**src/rtl/inst_cache_pkg.sv**
```systemverilog
// Shared constants and FSM encoding for the instruction cache.
// Imported by the cache interface, line array and top.
package inst_cache_pkg;

    localparam int ICACHE_INDEX_BITS = 6;
    localparam int ICACHE_ADDR_W = 32;
    localparam logic [31:0] ZERO_WORD = 32'h0;

    typedef enum logic [1:0] {
        S_IDLE = 2'b00,
        S_REQ  = 2'b01,
        S_WAIT = 2'b10
    } state_e;

endpackage

```
**src/rtl/inst_cache_if.sv**
```systemverilog
// IF-side fetch port and memory-controller read port of the cache.
// slave = cache side, master = IF stage plus memory controller.
interface inst_cache_if
    import inst_cache_pkg::*;
#(
    parameter int ADDR_W = ICACHE_ADDR_W
);
    logic              rdy;
    logic              if_req;
    logic [ADDR_W-1:0] if_addr;
    logic              if_cancel;
    logic              inv_all;
    logic              if_valid;
    logic [31:0]       if_data;
    logic              if_busy;
    logic              mem_re;
    logic [ADDR_W-1:0] mem_raddr;
    logic [31:0]       mem_rdata;
    logic              mem_rbusy;

    modport slave (
        input  rdy, if_req, if_addr, if_cancel, inv_all,
        input  mem_rdata, mem_rbusy,
        output if_valid, if_data, if_busy,
        output mem_re, mem_raddr
    );

    modport master (
        output rdy, if_req, if_addr, if_cancel, inv_all,
        output mem_rdata, mem_rbusy,
        input  if_valid, if_data, if_busy,
        input  mem_re, mem_raddr
    );
endinterface

```
**src/rtl/inst_cache_array.sv**
```systemverilog
// Valid/tag/data storage: async read, one write port, bulk invalidate.
// Tag and data words are never reset; only the valid bits are.
module inst_cache_array #(
    parameter int INDEX_BITS = 6,
    parameter int TAG_W      = 24
) (
    input  logic                  clk,
    input  logic                  rst,
    input  logic                  en,
    input  logic                  inv_all,
    input  logic [INDEX_BITS-1:0] ridx,
    output logic                  rvalid,
    output logic [TAG_W-1:0]      rtag,
    output logic [31:0]           rdata,
    input  logic                  we,
    input  logic [INDEX_BITS-1:0] widx,
    input  logic [TAG_W-1:0]      wtag,
    input  logic [31:0]           wdata,
    input  logic                  wvalid
);
    localparam int LINES = 1 << INDEX_BITS;

    logic [LINES-1:0] valid;
    logic [TAG_W-1:0] tag_mem  [LINES];
    logic [31:0]      data_mem [LINES];

    // A fill in the same cycle as inv_all wins for its own line.
    always_ff @(posedge clk or posedge rst) begin
        if (rst) begin
            valid <= '0;
        end else if (en) begin
            if (inv_all) valid <= '0;
            if (we) valid[widx] <= wvalid;
        end
    end

    always_ff @(posedge clk) begin
        if (en && we) begin
            tag_mem[widx]  <= wtag;
            data_mem[widx] <= wdata;
        end
    end

    assign rvalid = valid[ridx];
    assign rtag   = tag_mem[ridx];
    assign rdata  = data_mem[ridx];
endmodule

```
**src/rtl/inst_cache.sv**
```systemverilog
// Direct-mapped, one-word-per-line instruction cache between IF and memory.
// Hits answer on the next edge; misses issue one word read and fill the line.
module inst_cache
    import inst_cache_pkg::*;
#(
    parameter int INDEX_BITS = ICACHE_INDEX_BITS,
    parameter int ADDR_W     = ICACHE_ADDR_W
) (
    input logic clk,
    input logic rst,
    inst_cache_if.slave bus
);
    localparam int TAG_W = ADDR_W - INDEX_BITS - 2;

    state_e state, state_n;
    logic [ADDR_W-1:0] raddr_q, raddr_n;
    logic [31:0] if_data_q, if_data_n;
    logic if_valid_q, if_valid_n;
    logic if_busy_q, if_busy_n;
    logic mem_re_q, mem_re_n;
    logic drop_q, drop_n;
    logic inv_q, inv_n;

    logic rd_valid;
    logic [TAG_W-1:0] rd_tag;
    logic [31:0] rd_data;
    logic arr_we, arr_wvalid, hit;
    logic unused_addr_lsb;

    assign unused_addr_lsb = ^bus.if_addr[1:0];

    inst_cache_array #(
        .INDEX_BITS(INDEX_BITS),
        .TAG_W     (TAG_W)
    ) u_array (
        .clk    (clk),
        .rst    (rst),
        .en     (bus.rdy),
        .inv_all(bus.inv_all),
        .ridx   (bus.if_addr[INDEX_BITS+1:2]),
        .rvalid (rd_valid),
        .rtag   (rd_tag),
        .rdata  (rd_data),
        .we     (arr_we),
        .widx   (raddr_q[INDEX_BITS+1:2]),
        .wtag   (raddr_q[ADDR_W-1:INDEX_BITS+2]),
        .wdata  (bus.mem_rdata),
        .wvalid (arr_wvalid)
    );

    assign hit = rd_valid
               && (rd_tag == bus.if_addr[ADDR_W-1:INDEX_BITS+2]);

    always_comb begin
        state_n    = state;
        raddr_n    = raddr_q;
        if_data_n  = if_data_q;
        if_valid_n = 1'b0;
        if_busy_n  = if_busy_q;
        mem_re_n   = mem_re_q;
        // cancel/invalidate seen mid-miss are remembered until the fill
        drop_n     = drop_q | (bus.if_cancel && state != S_IDLE);
        inv_n      = inv_q | (bus.inv_all && state != S_IDLE);
        arr_we     = 1'b0;
        arr_wvalid = 1'b0;
        unique case (state)
            S_IDLE: begin
                if (bus.if_req) begin
                    if (hit && !bus.inv_all) begin
                        if_valid_n = !bus.if_cancel;
                        if (!bus.if_cancel) if_data_n = rd_data;
                    end else begin
                        raddr_n   = {bus.if_addr[ADDR_W-1:2], 2'b00};
                        mem_re_n  = 1'b1;
                        if_busy_n = 1'b1;
                        drop_n    = bus.if_cancel;
                        inv_n     = 1'b0;
                        state_n   = S_REQ;
                    end
                end
            end
            S_REQ: begin
                if (bus.mem_rbusy) begin
                    mem_re_n = 1'b0;
                    state_n  = S_WAIT;
                end
            end
            S_WAIT: begin
                if (!bus.mem_rbusy) begin
                    arr_we     = 1'b1;
                    arr_wvalid = !(inv_q || bus.inv_all);
                    if_valid_n = !(drop_q || bus.if_cancel);
                    if (if_valid_n) if_data_n = bus.mem_rdata;
                    if_busy_n  = 1'b0;
                    drop_n     = 1'b0;
                    inv_n      = 1'b0;
                    state_n    = S_IDLE;
                end
            end
            default: state_n = S_IDLE;
        endcase
    end

    always_ff @(posedge clk or posedge rst) begin
        if (rst) begin
            state      <= S_IDLE;
            raddr_q    <= '0;
            if_data_q  <= ZERO_WORD;
            if_valid_q <= 1'b0;
            if_busy_q  <= 1'b0;
            mem_re_q   <= 1'b0;
            drop_q     <= 1'b0;
            inv_q      <= 1'b0;
        end else if (bus.rdy) begin
            state      <= state_n;
            raddr_q    <= raddr_n;
            if_data_q  <= if_data_n;
            if_valid_q <= if_valid_n;
            if_busy_q  <= if_busy_n;
            mem_re_q   <= mem_re_n;
            drop_q     <= drop_n;
            inv_q      <= inv_n;
        end
    end

    assign bus.if_valid  = if_valid_q;
    assign bus.if_data   = if_data_q;
    assign bus.if_busy   = if_busy_q;
    assign bus.mem_re    = mem_re_q & bus.rdy;
    assign bus.mem_raddr = raddr_q;
endmodule

```
**src/flat_wrapper.sv**
```systemverilog
// flat-port wrapper written by rule: the top's interface ports become plain ports
module inst_cache_flat import inst_cache_pkg::*;
#(
    parameter int INDEX_BITS = ICACHE_INDEX_BITS,
    parameter int ADDR_W     = ICACHE_ADDR_W
)
  (clk, rst, bus_rdy, bus_if_req, bus_if_addr, bus_if_cancel, bus_inv_all, bus_mem_rdata, bus_mem_rbusy, bus_if_valid, bus_if_data, bus_if_busy, bus_mem_re, bus_mem_raddr);
  inst_cache_if #(.ADDR_W(ADDR_W)) bus_i ();
  input logic clk;
  input logic rst;
  input wire logic [$bits(bus_i.rdy)-1:0] bus_rdy;
  input wire logic [$bits(bus_i.if_req)-1:0] bus_if_req;
  input wire logic [$bits(bus_i.if_addr)-1:0] bus_if_addr;
  input wire logic [$bits(bus_i.if_cancel)-1:0] bus_if_cancel;
  input wire logic [$bits(bus_i.inv_all)-1:0] bus_inv_all;
  input wire logic [$bits(bus_i.mem_rdata)-1:0] bus_mem_rdata;
  input wire logic [$bits(bus_i.mem_rbusy)-1:0] bus_mem_rbusy;
  output wire logic [$bits(bus_i.if_valid)-1:0] bus_if_valid;
  output wire logic [$bits(bus_i.if_data)-1:0] bus_if_data;
  output wire logic [$bits(bus_i.if_busy)-1:0] bus_if_busy;
  output wire logic [$bits(bus_i.mem_re)-1:0] bus_mem_re;
  output wire logic [$bits(bus_i.mem_raddr)-1:0] bus_mem_raddr;
  assign bus_i.rdy = bus_rdy;
  assign bus_i.if_req = bus_if_req;
  assign bus_i.if_addr = bus_if_addr;
  assign bus_i.if_cancel = bus_if_cancel;
  assign bus_i.inv_all = bus_inv_all;
  assign bus_i.mem_rdata = bus_mem_rdata;
  assign bus_i.mem_rbusy = bus_mem_rbusy;
  assign bus_if_valid = bus_i.if_valid;
  assign bus_if_data = bus_i.if_data;
  assign bus_if_busy = bus_i.if_busy;
  assign bus_mem_re = bus_i.mem_re;
  assign bus_mem_raddr = bus_i.mem_raddr;
  inst_cache #(.INDEX_BITS(INDEX_BITS), .ADDR_W(ADDR_W)) u_core (.clk(clk), .rst(rst), .bus(bus_i));
endmodule
```
**config.mk**
```make
export PLATFORM = sky130hd
export DESIGN_NAME = inst_cache_flat
export DESIGN_NICKNAME = d
export VERILOG_FILES = /design/src/rtl/inst_cache_pkg.sv /design/src/rtl/inst_cache_if.sv /design/src/rtl/inst_cache_array.sv /design/src/rtl/inst_cache.sv /design/src/flat_wrapper.sv
export SDC_FILE = /design/constraint.sdc
export NUM_CORES = 2
export LEC_CHECK = 0
export BUFFER_PORTS_ARGS = -buffer_cell sky130_fd_sc_hd__clkbuf_2
export CAP_MARGIN = 0
export CORE_ASPECT_RATIO = 0.8
export CORE_MARGIN = 1.5
export CORE_UTILIZATION = 60
export CTS_CLUSTER_DIAMETER = 50
export CTS_CLUSTER_SIZE = 20
export DETAILED_ROUTE_END_ITERATION = 6
export PLACE_DENSITY = 0.73
export SYNTH_ARGS = -nofsm -noshare
export SYNTH_HDL_FRONTEND = slang
export SYNTH_SLANG_ARGS = --single-unit
```
**constraint.sdc**
```tcl
create_clock -name clk -period 6.5 [get_ports clk]
set_input_delay 1.3 -clock clk [delete_from_list [all_inputs] [get_ports clk]]
set_output_delay 1.3 -clock clk [all_outputs]
set_load 0.02 [all_outputs]
```
==> impl_metrics.ini <==
[logic_synthesis]
ys_seq_elements = 3717
synth_xor_area_frac = 0.00134
synth_top_family_by_area = multiplexers
synth_edf_count = 3584
synth_simple_gate_area_frac = 0.0187
seq_area_frac_synth = 0.772
synth_compound_gate_area_share = 0.0223
avgSynthCellArea_sq_um = 22.0
ys.flop_type = edfxtp_1
async_flop_share = 0.0358
yosysUniqueCellTypes = 77
synthAdderAreaFrac = 0
ys_warn_count = 0
synthCells = 6538
muxShareOfSynthArea = 0.172
syn_area_sq_um = 144000

[power_and_ir_drop]
ir_worst_vdd_uv = 300
p_per_area_nw_per_um2 = 317
p_leak_nw = 50.7

[clock_network]
clockRootBuffer = clkbuf_16
cts_tree = done
insertion_delay_ns = 0.90
htreeDepth = 5
clk_pin_slew_ns = 0.07
cts_resized = 0
postCtsSetupRepairBufs = 0
cts_buffer_depth = 4
cts_sinks = 3717
ctsHoldBuffers = 0
cts-buffers-inserted = 267

[outcome]
status = finished with violations
violations = DRC

[global_route]
grt_usage = 0.331
overflow = 0
grt_pass1_wl_mm = 550
first_global_vias = 71200
antenna_found_initial = 17
grt_max_degree = 149

[critical_path]
startpoint = bus_if_addr[4]
path_max_fanout = 46
cp.arrival_ns = 6.37
rr_startpoint = u_core.state[0]$_DFFE_PP0P_
start_kind = input port
setup.worst_path.class = in -> reg
cp.required_ns = 7.25
end_kind = flop

[min_path]
hold_path_class = reg -> reg
hold_start = u_core.bus.if_data[21]$_DFFE_PP0P_

[sta]
fmax_ghz = 0.178
slew_headroom = 0.0851
fin_crit_ns = 5.62
slew_viol_final = 0
hold_viol = 0
tns_ns = 0
clock-skew-final_ns = 0.0609
finalCritPeriodShare = 0.865
setup_viol = 0
worst_slew_pin_slew_ns = 1.37
rsz0062_at_grt = false

[place]
dpl_cell_area_sq_um = 150000
hpwl_mm = 206
gp_congestion = 0.878
portBuffers = 133

[cells_and_area]
mostFrequentLayoutCell = edfxtp_1
drive_gt1_frac = 0.269
stdcell_area_sq_um = 159000
final_nets = 6940
final_cell_mix = 3584 x edfxtp_1, 888 x mux4_2, 381 x mux2i_1
area_growth_pct = 10.5
post-route-util = 0.667

[route]
drcViolationCount = 1
post_drt_wl_per_cell_microns = 39.0
dr.pass1.iters = 7
num_vias = 73600
drt_iter0_markers = 13000
routed_wl_mm = 398
ant_nets = 0
vias_per_cell = 7.20

[floorplan]
pin_count = 138
rows = 160
dieArea_sq_um = 242000
die_x_microns = 550
initial_utilization = 0.604
die_y_microns = 441
coreArea_sq_um = 238000

[run]
maxCapViolations = 0
[synthesized netlist by cell type (all sizes together) (6+ instances only)]
library cell     n  area share
edfxtp        3584        0.75
or2              7     0.00030
nor4             8     0.00035
nor2            99      0.0026
nand3           87      0.0030
nor3            28     0.00098
o211ai           9     0.00047
clkbuf         163      0.0043
or3              6     0.00026
dfrtp          133       0.023
and3             7     0.00030
a21o            22      0.0011
and2            12     0.00052
xor2             6     0.00037
inv             11     0.00029
mux4           888        0.14
mux2            86      0.0067
nand2b           8     0.00035
a31oi           16     0.00070
a22o             9     0.00055
nand2          270      0.0071
a22oi          172      0.0090
o22ai           22     0.00096
o21ai           88      0.0031
a211oi          10     0.00056
nand4           16     0.00070
xnor2           16     0.00098
buf            199      0.0082
a221oi          12     0.00073
mux2i          381       0.027
a21oi           68      0.0024
o221ai           6     0.00037
nor2b           19     0.00083
o31ai            9     0.00047
[through the flow]
| step | total power, mW | cells | worst slack [ns] | hold WS, ns |
|---|---|---|---|---|
| floorplan | 31.5 | 6539 | 0.973 | 0.463 |
| global placement | 33.5 | 9759 | 0.220 | 0.473 |
| detailed placement | 33.7 | 9759 | 0.171 | 0.479 |
| CTS | 50.3 | 10200 | 1.08 | 0.495 |
| global route | 51.5 | 10200 | 0.746 | 0.517 |
| finish | 50.3 | 10200 | 0.877 | 0.491 |
[layer usage]
| metal | global-route usage | up-vias | wire length [microns] |
|---|---|---|---|
| li1 | - | 28100 | - |
| met1 | 0.484 | 39000 | 147000 |
| met2 | 0.496 | 5665 | 182000 |
| met3 | 0.0763 | 849 | 52900 |
| met4 | 0.121 | 12 | 16500 |
| met5 | 0 | - | 69 |
[power by group]
part,internal [mW],switching [mW],leakage [nW],total [mW]
sequential,28.0,0.817,33.9,28.8
combinational,1.33,3.04,12.6,4.37
clock,8.68,8.39,4.16,17.1
total,38.0,12.2,50.7,50.3
[sequential cells by signal, summed over array words and instances, names as in the netlist]
signal and flops:
u_core.u_array.tag_mem 1536, u_core.state 2, u_core.bus.mem_raddr 30, u_core.u_array.valid 64, u_core.u_array.data_mem 2048, u_core.inv_q 1
u_core.bus.if_valid 1, u_core.bus.if_busy 1, u_core.bus.if_data 32, u_core.drop_q 1, u_core.mem_re_q 1
[final cells by class]
| class | count | area (sq um) |
|---|---|---|
| Tap cell | 3159 | 3950 |
| Clock buffer | 317 | 7100 |
| Antenna cell | 4 | 10.0 |
| Inverter | 14 | 70.1 |
| Clock inverter | 130 | 1520 |
| Timing Repair Buffer | 423 | 3610 |
| Sequential cell | 3717 | 111000 |
| Multi-Input combinational cell | 2446 | 31500 |
| Fill cell | 14700 | 79100 |
[path summary, 6_finish.rpt]
check	end	slack (ns)	depth (start not counted)
worst max-delay path	u_core.bus.if_data[24]$_DFFE_PP0P_	0.88	13
worst min-delay path	u_core.bus.if_data[21]$_DFFE_PP0P_	0.49	1
worst max register to register	u_core.u_array.tag_mem[60][7]$_DFFE_PP_	1.42	6
worst min register to register	u_core.bus.if_data[21]$_DFFE_PP0P_	0.49	1
max in group asynchronous	u_core.bus.if_data[6]$_DFFE_PP0P_	4.37	3
min in group asynchronous	u_core.bus.mem_raddr[10]$_DFFE_PP0P_	0.52	2
[worst max-delay path, stage by stage]
cell and delay (ns):
buf_8 0.29, buf_12 0.33, mux4_2 0.39, mux4_2 0.54
xor2_1 0.16, o21ai_0 0.61, a21boi_0 0.66, or4b_1 0.53
o31ai_1 0.27, buf_4 0.17, and4bb_2 0.25, buf_12 0.27
mux2_2 0.38
[kinds of logic after synthesis]
| group | count (synthesis) |
|---|---|
| simple gates | 592 |
| mux | 1355 |
| other cells | 1 |
| buf+inv | 376 |
| flops | 3717 |
| xor+xnor | 22 |
| compound gates | 475 |
Power figures use the tool's default switching activity.
